[config.mk]
export PLATFORM = sky130hd
export DESIGN_NAME = ex_hazard_controller
export DESIGN_NICKNAME = d
export VERILOG_FILES = /design/src/rtl/ex_hazard_controller_pkg.sv /design/src/rtl/ex_hazard_controller_fwd_select.sv /design/src/rtl/ex_hazard_controller.sv
export SDC_FILE = /design/constraint.sdc
export NUM_CORES = 1
export LEC_CHECK = 0
export ABC_AREA = 1
export CAP_MARGIN = 20
export CORE_UTILIZATION = 49
export CTS_CLUSTER_DIAMETER = 40
export DETAILED_ROUTE_END_ITERATION = 16
export PLACE_DENSITY = 0.89
export SYNTH_ARGS = -nofsm -noshare
export SYNTH_HDL_FRONTEND = slang
export SYNTH_SLANG_ARGS = --single-unit
[constraint.sdc]
create_clock -name clk -period 4.3 [get_ports clk]
set_input_delay 0.86 -clock clk [delete_from_list [all_inputs] [get_ports clk]]
set_output_delay 0.86 -clock clk [all_outputs]
set_load 0.005 [all_outputs]
[src/rtl/ex_hazard_controller_pkg.sv]
// Shared types and constants for the EX-stage hazard controller:
// forwarding select encodings and the per-slot pipeline record.
package ex_hazard_controller_pkg;

   localparam int DEF_REG_ADDR_W = 3;

   localparam logic [1:0] FWD_REG = 2'b00;
   localparam logic [1:0] FWD_WB  = 2'b01;
   localparam logic [1:0] FWD_MEM = 2'b10;

   // Destination/control info tracked for every shadow pipeline slot
   typedef struct packed {
      logic                      v;
      logic [DEF_REG_ADDR_W-1:0] rd;
      logic                      rw;
      logic                      mr;
      logic                      br;
   } slot_t;

endpackage

[src/rtl/ex_hazard_controller_fwd_select.sv]
// Operand forwarding select for one EX source operand; MEM result beats WB,
// and register 0 is never forwarded.
module ex_fwd_select
   import ex_hazard_controller_pkg::*;
#(
   parameter int REG_ADDR_W = DEF_REG_ADDR_W
) (
   input  logic [REG_ADDR_W-1:0] src_i,
   input  logic                  use_i,
   input  logic                  mem_v_i,
   input  logic                  mem_rw_i,
   input  logic [REG_ADDR_W-1:0] mem_rd_i,
   input  logic                  wb_v_i,
   input  logic                  wb_rw_i,
   input  logic [REG_ADDR_W-1:0] wb_rd_i,
   output logic [1:0]            sel_o
);

   logic mem_hit;
   logic wb_hit;

   assign mem_hit = use_i & mem_v_i & mem_rw_i & (mem_rd_i != '0) & (mem_rd_i == src_i);
   assign wb_hit  = use_i & wb_v_i  & wb_rw_i  & (wb_rd_i  != '0) & (wb_rd_i  == src_i);

   always_comb begin
      sel_o = FWD_REG;
      if (mem_hit) begin
         sel_o = FWD_MEM;
      end else if (wb_hit) begin
         sel_o = FWD_WB;
      end
   end

endmodule

[src/rtl/ex_hazard_controller.sv]
// EX-stage pipeline controller: shadow EX/MEM/WB slots drive operand forwarding,
// one-cycle load-use stalls and taken-branch flushes, with event counters.
module ex_hazard_controller
   import ex_hazard_controller_pkg::*;
#(
   parameter int REG_ADDR_W = DEF_REG_ADDR_W,
   parameter int DATA_W     = 16,
   parameter int CNT_W      = 16
) (
   input  logic                  clk,
   input  logic                  rst,
   input  logic                  in_ID_Valid,
   input  logic [REG_ADDR_W-1:0] in_ID_Rs,
   input  logic [REG_ADDR_W-1:0] in_ID_Rt,
   input  logic                  in_ID_Uses_Rs,
   input  logic                  in_ID_Uses_Rt,
   input  logic [REG_ADDR_W-1:0] in_ID_Rd,
   input  logic                  in_ID_RegWrite,
   input  logic                  in_ID_MemRead,
   input  logic                  in_ID_Branch,
   input  logic                  in_EX_Zero,
   input  logic [DATA_W-1:0]     in_EX_addResult,
   output logic                  O_Stall,
   output logic                  O_Flush,
   output logic                  O_IDEX_Bubble,
   output logic [1:0]            O_FwdA,
   output logic [1:0]            O_FwdB,
   output logic                  O_PC_Src,
   output logic [DATA_W-1:0]     O_Branch_Target,
   output logic [CNT_W-1:0]      O_Stall_Count,
   output logic [CNT_W-1:0]      O_Flush_Count
);

   slot_t                 ex_q, ex_d, mem_q, wb_q;
   logic [REG_ADDR_W-1:0] ex_rs_q, ex_rs_d, ex_rt_q, ex_rt_d;
   logic                  ex_urs_q, ex_urs_d, ex_urt_q, ex_urt_d;
   logic [CNT_W-1:0]      stall_cnt_q, stall_cnt_d, flush_cnt_q, flush_cnt_d;
   logic                  hz, take, stall, kill;
   logic                  wb_unused;

   // WB only feeds forwarding; its load/branch flags are carried for visibility
   assign wb_unused = ^{wb_q.mr, wb_q.br};

   assign hz = ex_q.v & ex_q.mr & (ex_q.rd != '0) & in_ID_Valid &
               ((in_ID_Uses_Rs & (in_ID_Rs == ex_q.rd)) |
                (in_ID_Uses_Rt & (in_ID_Rt == ex_q.rd)));
   assign take  = ex_q.v & ex_q.br & in_EX_Zero;
   assign stall = hz & ~take;
   assign kill  = stall | take;

   assign O_Stall         = stall;
   assign O_Flush         = take;
   assign O_IDEX_Bubble   = kill;
   assign O_PC_Src        = take;
   assign O_Branch_Target = take ? in_EX_addResult : '0;
   assign O_Stall_Count   = stall_cnt_q;
   assign O_Flush_Count   = flush_cnt_q;

   // A stalled or wrong-path ID instruction enters EX as an empty slot
   always_comb begin
      ex_d     = '0;
      ex_rs_d  = '0;
      ex_rt_d  = '0;
      ex_urs_d = 1'b0;
      ex_urt_d = 1'b0;
      if (!kill) begin
         ex_d.v   = in_ID_Valid;
         ex_d.rd  = in_ID_Rd;
         ex_d.rw  = in_ID_RegWrite;
         ex_d.mr  = in_ID_MemRead;
         ex_d.br  = in_ID_Branch;
         ex_rs_d  = in_ID_Rs;
         ex_rt_d  = in_ID_Rt;
         ex_urs_d = in_ID_Uses_Rs;
         ex_urt_d = in_ID_Uses_Rt;
      end
   end

   assign stall_cnt_d = stall_cnt_q + CNT_W'(stall);
   assign flush_cnt_d = flush_cnt_q + CNT_W'(take);

   always_ff @(posedge clk or posedge rst) begin
      if (rst) begin
         ex_q        <= '0;
         mem_q       <= '0;
         wb_q        <= '0;
         ex_rs_q     <= '0;
         ex_rt_q     <= '0;
         ex_urs_q    <= 1'b0;
         ex_urt_q    <= 1'b0;
         stall_cnt_q <= '0;
         flush_cnt_q <= '0;
      end else begin
         ex_q        <= ex_d;
         mem_q       <= ex_q;
         wb_q        <= mem_q;
         ex_rs_q     <= ex_rs_d;
         ex_rt_q     <= ex_rt_d;
         ex_urs_q    <= ex_urs_d;
         ex_urt_q    <= ex_urt_d;
         stall_cnt_q <= stall_cnt_d;
         flush_cnt_q <= flush_cnt_d;
      end
   end

   ex_fwd_select #(.REG_ADDR_W(REG_ADDR_W)) u_fwd_a (
      .src_i    (ex_rs_q),
      .use_i    (ex_q.v & ex_urs_q),
      .mem_v_i  (mem_q.v),
      .mem_rw_i (mem_q.rw),
      .mem_rd_i (mem_q.rd),
      .wb_v_i   (wb_q.v),
      .wb_rw_i  (wb_q.rw),
      .wb_rd_i  (wb_q.rd),
      .sel_o    (O_FwdA)
   );

   ex_fwd_select #(.REG_ADDR_W(REG_ADDR_W)) u_fwd_b (
      .src_i    (ex_rt_q),
      .use_i    (ex_q.v & ex_urt_q),
      .mem_v_i  (mem_q.v),
      .mem_rw_i (mem_q.rw),
      .mem_rd_i (mem_q.rd),
      .wb_v_i   (wb_q.v),
      .wb_rw_i  (wb_q.rw),
      .wb_rd_i  (wb_q.rd),
      .sel_o    (O_FwdB)
   );

endmodule
; Word-level counts from Yosys, hierarchy flattened
; Index checks and enable logic that the tools add are counted.
[totals]
mem_count = 0
mem_bits_ro = 0
out_inout_bits = 56
inputBits = 34
wordCells = 68
mem_bits_rw = 0
ff_bits = 57
latch_bits = 0
[op_classes]
order_cmp = 0
n_mul = 0
muxes = 10
n_eq_ne = 6
n_div = 0
shifts = 0
bitwise = 30
n_reduce_logical = 3
n_addsub = 2
[ops]
columns = cell, count
row1 = $add 16x1->16, 2
row2 = $and 1x1->1, 27
row3 = $eq 3x3->1, 6
row4 = $mux 16, 1
row5 = $reduce_bool 3->1, 3
row6 = $mux 7, 1
row7 = $mux 3, 2
row8 = $mux 1, 4
row9 = $mux 2, 2
row10 = $or 1x1->1, 2
row11 = $not 1->1, 1

; Longest topological paths before layout
; Gate-level depths: netlist of run 1.
[logic_depth]
ltp_word = 7
ltp_mapped = 15

; Hierarchy
; Synthesis of run 1 repeated with hierarchy kept, for this count alone.
[hier_totals]
cells_unflattened = 325
area_unflattened_um2 = 2783.9
[by_module_without_submodules]
columns = module, seq_area_each_um2, cells_per_inst, area_each_um2, instances
row1 = ex_hazard_controller, 1426.4, 257, 2461.1, 1
row2 = ex_fwd_select, 0.0, 34, 161.4, 2

; Worst setup path before layout of run 1
; No wires, ideal clock.
[synth_timing]
path_kind = input to register
from = input in_ID_Rt[1]
to = register stall_cnt_q[12], in the netlist O_Stall_Count[12]
t_arrival_ps = 2362
setup_slack_ps = 1859
setup_ps = 79
path_buffers = 0
required_time_ps = 4221
stages = 15
cell_sequence = inv_1 nand2_1 nand2_1 nor2_1 nand2_1 nand2_1 nand2_2 nor2_1 ha_1 ha_1 nand2_1 nor3_4 nand2_2 nor2_2 xor2_1
[synth_between]
elab_chain_len = 6
[synth_rtl]
columns = item, line_no
row1 = start: declaration, ex_hazard_controller.sv:14  ; input logic [REG_ADDR_W-1:0] in_ID_Rt,
row2 = $eq 3x3->1, ex_hazard_controller.sv:46  ; (in_ID_Uses_Rt & (in_ID_Rt == ex_q.rd)));
row3 = $and 1x1->1, ex_hazard_controller.sv:46
row4 = $or 1x1->1, ex_hazard_controller.sv:45  ; ((in_ID_Uses_Rs & (in_ID_Rs == ex_q.rd)) |
row5 = $and 1x1->1, ex_hazard_controller.sv:44  ; assign hz = ex_q.v & ex_q.mr & (ex_q.rd != '0) & in_ID_Valid &
row6 = $and 1x1->1, ex_hazard_controller.sv:48  ; assign stall = hz & ~take;
row7 = net O_Stall, ex_hazard_controller.sv:23  ; output logic O_Stall,
row8 = $add 16x1->16, ex_hazard_controller.sv:79  ; assign stall_cnt_d = stall_cnt_q + CNT_W'(stall);
row9 = net stall_cnt_d[12], ex_hazard_controller.sv:37  ; logic [CNT_W-1:0] stall_cnt_q, stall_cnt_d, flush_cnt_q, flush_cnt_d;
row10 = end signal: assignment, ex_hazard_controller.sv:101  ; stall_cnt_q <= stall_cnt_d;
row11 = end: declaration, ex_hazard_controller.sv:37
; The timed path passes the listed nets, and every way through them passes these cells.

; Worst setup path in the final report of run 1
[layout_timing]
from = input in_ID_Rs[2]
to = output O_IDEX_Bubble
[layout_between]
elab_chain_len = 6
[layout_rtl]
columns = item, line_no
row1 = start: declaration, ex_hazard_controller.sv:13  ; input logic [REG_ADDR_W-1:0] in_ID_Rs,
row2 = $eq 3x3->1, ex_hazard_controller.sv:45
row3 = $and 1x1->1, ex_hazard_controller.sv:45
row4 = $or 1x1->1, ex_hazard_controller.sv:45
row5 = $and 1x1->1, ex_hazard_controller.sv:44
row6 = $and 1x1->1, ex_hazard_controller.sv:48
row7 = $or 1x1->1, ex_hazard_controller.sv:49  ; assign kill = stall | take;
row8 = end: declaration, ex_hazard_controller.sv:25  ; output logic O_IDEX_Bubble,
; No other way between the ends.

==> flow_metrics.py, run 1 <==
metrics = {
    "pwr": {
        "p_switching_w": 0.000304,
        "clockPowerShare_pct": 41.3,
        "comb_power_share_pct": 13.2,
        "p_per_area_nw_per_um2": 352,
        "swShare_pct": 22.3,
        "intPower_w": 0.00106,
        "power.leakage_nw": 1.94,
        "vdd_drop_max_mv": 0.187,
        "sequentialPowerShare_pct": 45.6,
    },
    "final_layout": {
        "fill_cells": 366,
        "fin_util_pct": 74.4,
        "final_layout_size_suffix_gt1_share_pct": 7.96,
        "layout_commonest_cell": "clkdlybuf4s50_1",
        "final_nets": 436,
        "area_growth_pct": 43.7,
        "seqCellArea_um2": 1430,
        "layout_common_cells": "89 x clkdlybuf4s50_1, 59 x nor2_1, 57 x dfrtp_1",
        "multi_input_area_um2": 1030,
        "diodes": 0,
    },
    "clock_network": {
        "cts_tree": "built",
        "postCtsSetupBuffers": 0,
        "clk_path_buf_depth": 2,
        "cts_made_buffers": 9,
        "clock-sinks": 57,
        "ctsResizeCount": 0,
        "root_buffer": "clkbuf_8",
        "hold_buffers": 0,
        "cts.htree.levels": 3,
        "path_clk_slew_ns": 0.06,
        "clk_latency_ns": 0.32,
    },
    "die": {
        "die_h_um": 76.1,
        "coreArea_um2": 5200,
        "initial_core_util_pct": 51.7,
        "ioPinCount": 90,
        "dieArea_um2": 5800,
        "row_count": 26,
        "die-width_um": 76.1,
    },
    "drt": {
        "via_count": 2223,
        "drc": 0,
        "wl_per_cell_um": 11.9,
        "drt-total-wl_mm": 5.64,
        "viasPerCell": 4.71,
        "first_pass_iters": 4,
        "drt_iter0_markers": 117,
        "antenna_left": 0,
    },
    "worst_setup_path": {
        "critPathCaptureType": "output port",
        "crit_buf_inv": 3,
        "cp.arrival_ns": 2.57,
        "max_stage_delay_ns": 0.55,
        "cpMostUsedCell": "nand2_1",
        "cp-start-kind": "input port",
        "crit_path_max_fanout": 16,
        "cp_slowest_cell": "clkdlybuf4s50_1",
        "crit_family": "buffers and inverters",
        "cp.required_ns": 3.44,
        "critical_path_class": "in -> out",
        "crit_chain": "clkdlybuf4s50_1 > inv_1 > nand2_1 > nand2_1 > nor2_1 > nand2_1 > nand2_1 > nand2_2 > nand2_4 > clkdlybuf4s50_1",
    },
    "timing": {
        "period_share_pct": 79.7,
        "finalSetupViolCount": 0,
        "worst_pin_slew_ns": 0.551,
        "period_minus_slack_ns": 3.43,
        "hold_viol_final": 0,
        "fin_hold_ws_ns": 0.360,
        "fin_tns_setup_ns": 0,
        "rsz0062_at_grt": "no",
        "slew_headroom_pct": 63.2,
        "fin_skew_ns": 0.00435,
        "drv_slew": 0,
        "max_freq_mhz": 292,
    },
    "grt": {
        "grt_antenna_before_repair": 0,
        "grt_pass1_vias": 2302,
        "grt_max_degree": 32,
        "grt_overflow": 0,
        "grt_usage_pct": 21.9,
        "grt_pass1_wl_mm": 10.1,
    },
    "synth": {
        "synth_area_leaders": "dfrtp_1 53%, nor2_1 8.2%, inv_1 7.2%, nand2_1 7.0%, xor2_1 6.2%",
        "ys_seq_elements": 57,
        "synth.avg_cell_area_um2": 8.92,
        "syn_nets": 340,
        "synth_cell_types": 28,
        "syn_area_um2": 2690,
        "yosysSeqAreaShare_pct": 53.0,
        "synth_top_cell_by_area": "dfrtp_1",
        "netlist_instances": 302,
        "yosys.area.top_type_share_pct": 53.0,
        "yosysWarningCount": 0,
    },
    "place": {
        "place.gp.congestion": 0.886,
        "dp_hpwl_mm": 4.31,
        "port_buffers": 89,
    },
    "status": {
        "status": "finished clean",
    },
    "min_path": {
        "hold_path.class": "reg -> reg",
    },
    "flow_run": {
        "drv_cap": 0,
    },
}
==> path summary, 6_finish.rpt <==
check	from	end	slack (ns)	depth (start not counted)
worst max-delay path	in_ID_Rs[2]	O_IDEX_Bubble	0.87	10
worst min-delay path	ex_q[2]$_DFF_PP0_	mem_q[2]$_DFF_PP0_	0.36	0
worst max register to register	ex_q[6]$_DFF_PP0_	O_Stall_Count[12]$_DFF_PP0_	1.98	10
worst min register to register	ex_q[2]$_DFF_PP0_	mem_q[2]$_DFF_PP0_	0.36	0
max in group asynchronous	rst	mem_q[2]$_DFF_PP0_	2.60	3
min in group asynchronous	rst	O_Flush_Count[11]$_DFF_PP0_	0.91	2
==> state kept, by name, indices dropped and copies added, names as in the netlist <==
name,cells
wb_q,5
ex_q,7
ex_urt_q,1
O_Stall_Count,16
O_Flush_Count,16
ex_rt_q,3
mem_q,5
ex_urs_q,1
ex_rs_q,3
==> through the flow <==
stage | cells | setup WS, ns | total power, W | instance area, um^2
after detailed placement | 457 | 0.899 | 0.000813 | 3640
after global routing | 472 | 0.724 | 0.00143 | 3870
final | 472 | 0.872 | 0.00136 | 3870
after CTS | 472 | 0.882 | 0.00138 | 3870
after floorplan | 302 | 1.86 | 0.000694 | 2690
after global placement | 457 | 0.932 | 0.000807 | 3640
==> layer usage <==
layer | track usage, % | routed length [um]
met2 | 36.8 | 2750
met3 | 6.23 | 379
met1 | 26.8 | 2490
met4 | 8.46 | 28
met5 | 0 | 0
==> layout make-up <==
type	count	share of cell area (%)
tap	70	2.26
inverter	53	5.14
multi-input combinational	187	26.6
clock buffer	13	4.36
sequential	57	36.9
clock inverter	2	1.55
timing repair buffer	90	23.2
==> power groups by stage <==
stage | sequential, W | combinational, W | clock [W]
final | 0.000622 | 0.000179 | 0.000563
after global routing | 0.000629 | 0.000200 | 0.000604
after CTS | 0.000622 | 0.000182 | 0.000576
after detailed placement | 0.000632 | 0.000181 | 0
after global placement | 0.000628 | 0.000178 | 0
after floorplan | 0.000626 | 0.0000680 | 0
==> logic make-up (layout without fill, tap and decap cells) <==
group | after synthesis | count (layout) | share of synthesized area [%]
simple gates | 144 | 144 | 24.3
buf+inv | 58 | 158 | 8.78
compound gates | 7 | 7 | 1.67
fa+ha+maj | 4 | 4 | 1.86
flops | 57 | 57 | 53.0
xor+xnor | 32 | 32 | 10.4
==> Yosys cell counts (all sizes together) <==
cell type	n
nor2	65
dfrtp	57
inv	53
nand2	53
xor2	19
nand3	13
xnor2	13
nor3	6
buf	4
ha	4
nand4	4
a21oi	2
nand3b	2
o21ai	2
clkbuf	1
nor3b	1
o2111ai	1
o221ai	1
o31ai	1
Note: power is estimated with default switching activity, not from simulation.
==> run 2: changes to the inputs <==
--- a/config.mk
+++ b/config.mk
@@ -7,10 +7,10 @@
 export LEC_CHECK = 0
 export ABC_AREA = 1
 export CAP_MARGIN = 20
-export CORE_UTILIZATION = 49
+export CORE_UTILIZATION = 41
 export CTS_CLUSTER_DIAMETER = 40
 export DETAILED_ROUTE_END_ITERATION = 16
-export PLACE_DENSITY = 0.89
+export PLACE_DENSITY = 0.8
 export SYNTH_ARGS = -nofsm -noshare
 export SYNTH_HDL_FRONTEND = slang
 export SYNTH_SLANG_ARGS = --single-unit
==> constraint.sdc (replaced) <==
create_clock -name clk -period 3 [get_ports clk]
set_input_delay 0.6 -clock clk [delete_from_list [all_inputs] [get_ports clk]]
set_output_delay 0.6 -clock clk [all_outputs]
set_load 0.005 [all_outputs]
==> run 2 against run 1 <==
Clock power grew 33%. Clock-buffer cell count is the same. Die area grew 19%. Flip-flop and latch count is the same. Register-to-register slack lost 1.2 ns. Sequential power grew 43%. Critical path type unchanged. Non-clock buffer count grew 3. Clock skew grew 0.0022 ns. Via count shrank 0.49%. Highest routed layer unchanged. Routed wire length shrank 0.12%. First-iteration DRC count shrank 29%. Cell area grew 0.42%.
==> flow_metrics.py, run 2 (synthesized netlist as in run 1, its figures left out) <==
metrics = {
    "status": {
        "status": "finished clean",
    },
    "final_layout": {
        "fin_cells": 482,
        "fill_cells": 530,
        "final_nets": 439,
        "layout_commonest_cell": "clkdlybuf4s50_1",
        "diodes": 0,
        "layout_common_cells": "89 x clkdlybuf4s50_1, 59 x nor2_1, 57 x dfrtp_1",
        "design_area_um2": 3890,
        "fin_util_pct": 61.2,
        "area_growth_pct": 44.3,
        "final_layout_size_suffix_gt1_share_pct": 8.89,
    },
    "timing": {
        "slew_headroom_pct": 56.9,
        "period_share_pct": 94.4,
        "fin_skew_ns": 0.00657,
        "max_freq_mhz": 353,
        "worst_pin_slew_ns": 0.646,
        "finalSetupViolCount": 0,
        "fin_tns_setup_ns": 0,
        "rsz0062_at_grt": "no",
        "hold_viol_final": 0,
        "drv_slew": 0,
        "period_minus_slack_ns": 2.83,
    },
    "die": {
        "dieArea_um2": 6900,
        "die_h_um": 83.0,
        "die-width_um": 83.0,
        "initial_core_util_pct": 42.4,
        "row_count": 29,
        "coreArea_um2": 6350,
        "ioPinCount": 90,
    },
    "pwr": {
        "p_per_area_nw_per_um2": 490,
        "vdd_drop_max_mv": 0.307,
        "power.leakage_nw": 1.95,
    },
    "worst_setup_path": {
        "cp.arrival_ns": 2.23,
        "cp.required_ns": 2.40,
        "ff2ff_path_depth": 15,
        "critical_path_class": "in -> out",
        "critPathCaptureType": "output port",
        "r2r-end": "O_Stall_Count[14]$_DFF_PP0_",
        "r2r_start": "ex_q[3]$_DFF_PP0_",
        "crit_path_max_fanout": 2,
        "regToRegSetupSlack_ns": 0.78,
        "crit_start": "in_ID_Rt[2]",
        "cp-start-kind": "input port",
    },
    "drt": {
        "drt-total-wl_mm": 5.63,
        "antenna_left": 0,
        "drc": 0,
        "drt_iter0_markers": 83,
        "via_count": 2212,
        "first_pass_iters": 4,
        "viasPerCell": 4.59,
        "wl_per_cell_um": 11.7,
    },
    "clock_network": {
        "path_clk_slew_ns": 0.06,
        "cts_made_buffers": 9,
        "hold_buffers": 0,
        "clk_path_buf_depth": 2,
        "cts_tree": "built",
        "clock-sinks": 57,
        "ctsResizeCount": 0,
        "cts.htree.levels": 3,
        "postCtsSetupBuffers": 0,
        "clk_latency_ns": 0.33,
        "root_buffer": "clkbuf_8",
    },
    "grt": {
        "grt_overflow": 0,
        "grt_max_degree": 32,
        "grt_usage_pct": 18.0,
        "grt_antenna_before_repair": 0,
        "grt_pass1_wl_mm": 9.85,
        "grt_pass1_vias": 2252,
    },
    "min_path": {
        "hold_path.class": "reg -> reg",
        "hold_start": "ex_q[2]$_DFF_PP0_",
        "whs_path_depth": 0,
        "min_to": "mem_q[2]$_DFF_PP0_",
    },
    "place": {
        "placed_area_um2": 3670,
        "placedCellCount": 467,
        "place.gp.congestion": 0.828,
        "dp_hpwl_mm": 4.35,
        "port_buffers": 89,
    },
    "flow_run": {
        "drv_cap": 0,
    },
}
## run 2: cell count changes in the layout (fill, tap and decap cells not counted), sizes merged
cell,delta
buf,+3
clkinv,+1
bufinv,-1
## run 2: how the worst max path moves through the flow
stage               cells after the start                          end
floorplan                              15  O_Stall_Count[12]$_DFF_PP0_
global placement                       16  O_Stall_Count[12]$_DFF_PP0_
detailed placement                     16  O_Stall_Count[12]$_DFF_PP0_
CTS                                    10                      O_Stall
global route                           10                      O_Stall
finish                                 10                      O_Stall
## run 2: final cells by class
class | instances | area (um^2) | share of cell area, %
flip-flops and latches | 57 | 1430 | 36.7
multi-input cells | 187 | 1030 | 26.5
repair buffers | 93 | 921 | 23.7
inverters | 53 | 199 | 5.12
clock buffers | 13 | 179 | 4.60
well taps | 77 | 96.3 | 2.48
clock inverters | 2 | 35.0 | 0.901
## run 2: power by group
part           internal [W]  switching [W]
Clock              0.000468       0.000282
Combinational      0.000160       0.000105
Sequential         0.000832      0.0000585
## run 2: metal layers
layer	vias up	track usage, %	wire, um
met5	-	0	0
met4	0	7.05	91
met3	8	6.66	435
met2	75	30.0	2680
met1	1025	21.1	2430
li1	1104	-	-
## run 2: through the flow
stage / hold WS (ns) / power [W] / setup WS (ns)
finish: 0.353 / 0.00191 / 0.168
global route: 0.359 / 0.00200 / 0.0438
CTS: 0.354 / 0.00193 / 0.167
detailed placement: 0.336 / 0.00117 / 0.151
global placement: 0.334 / 0.00116 / 0.192
floorplan: 0.331 / 0.000994 / 0.819
## run 2: worst max-delay path, cell delays in order
cell	delay (ns)
clkdlybuf4s50_1	0.49
inv_1	0.06
nand2_1	0.05
nand2_1	0.05
nor2_1	0.09
nand2_1	0.05
nand2_1	0.08
nand2_2	0.08
nor2_1	0.14
clkdlybuf4s50_1	0.54
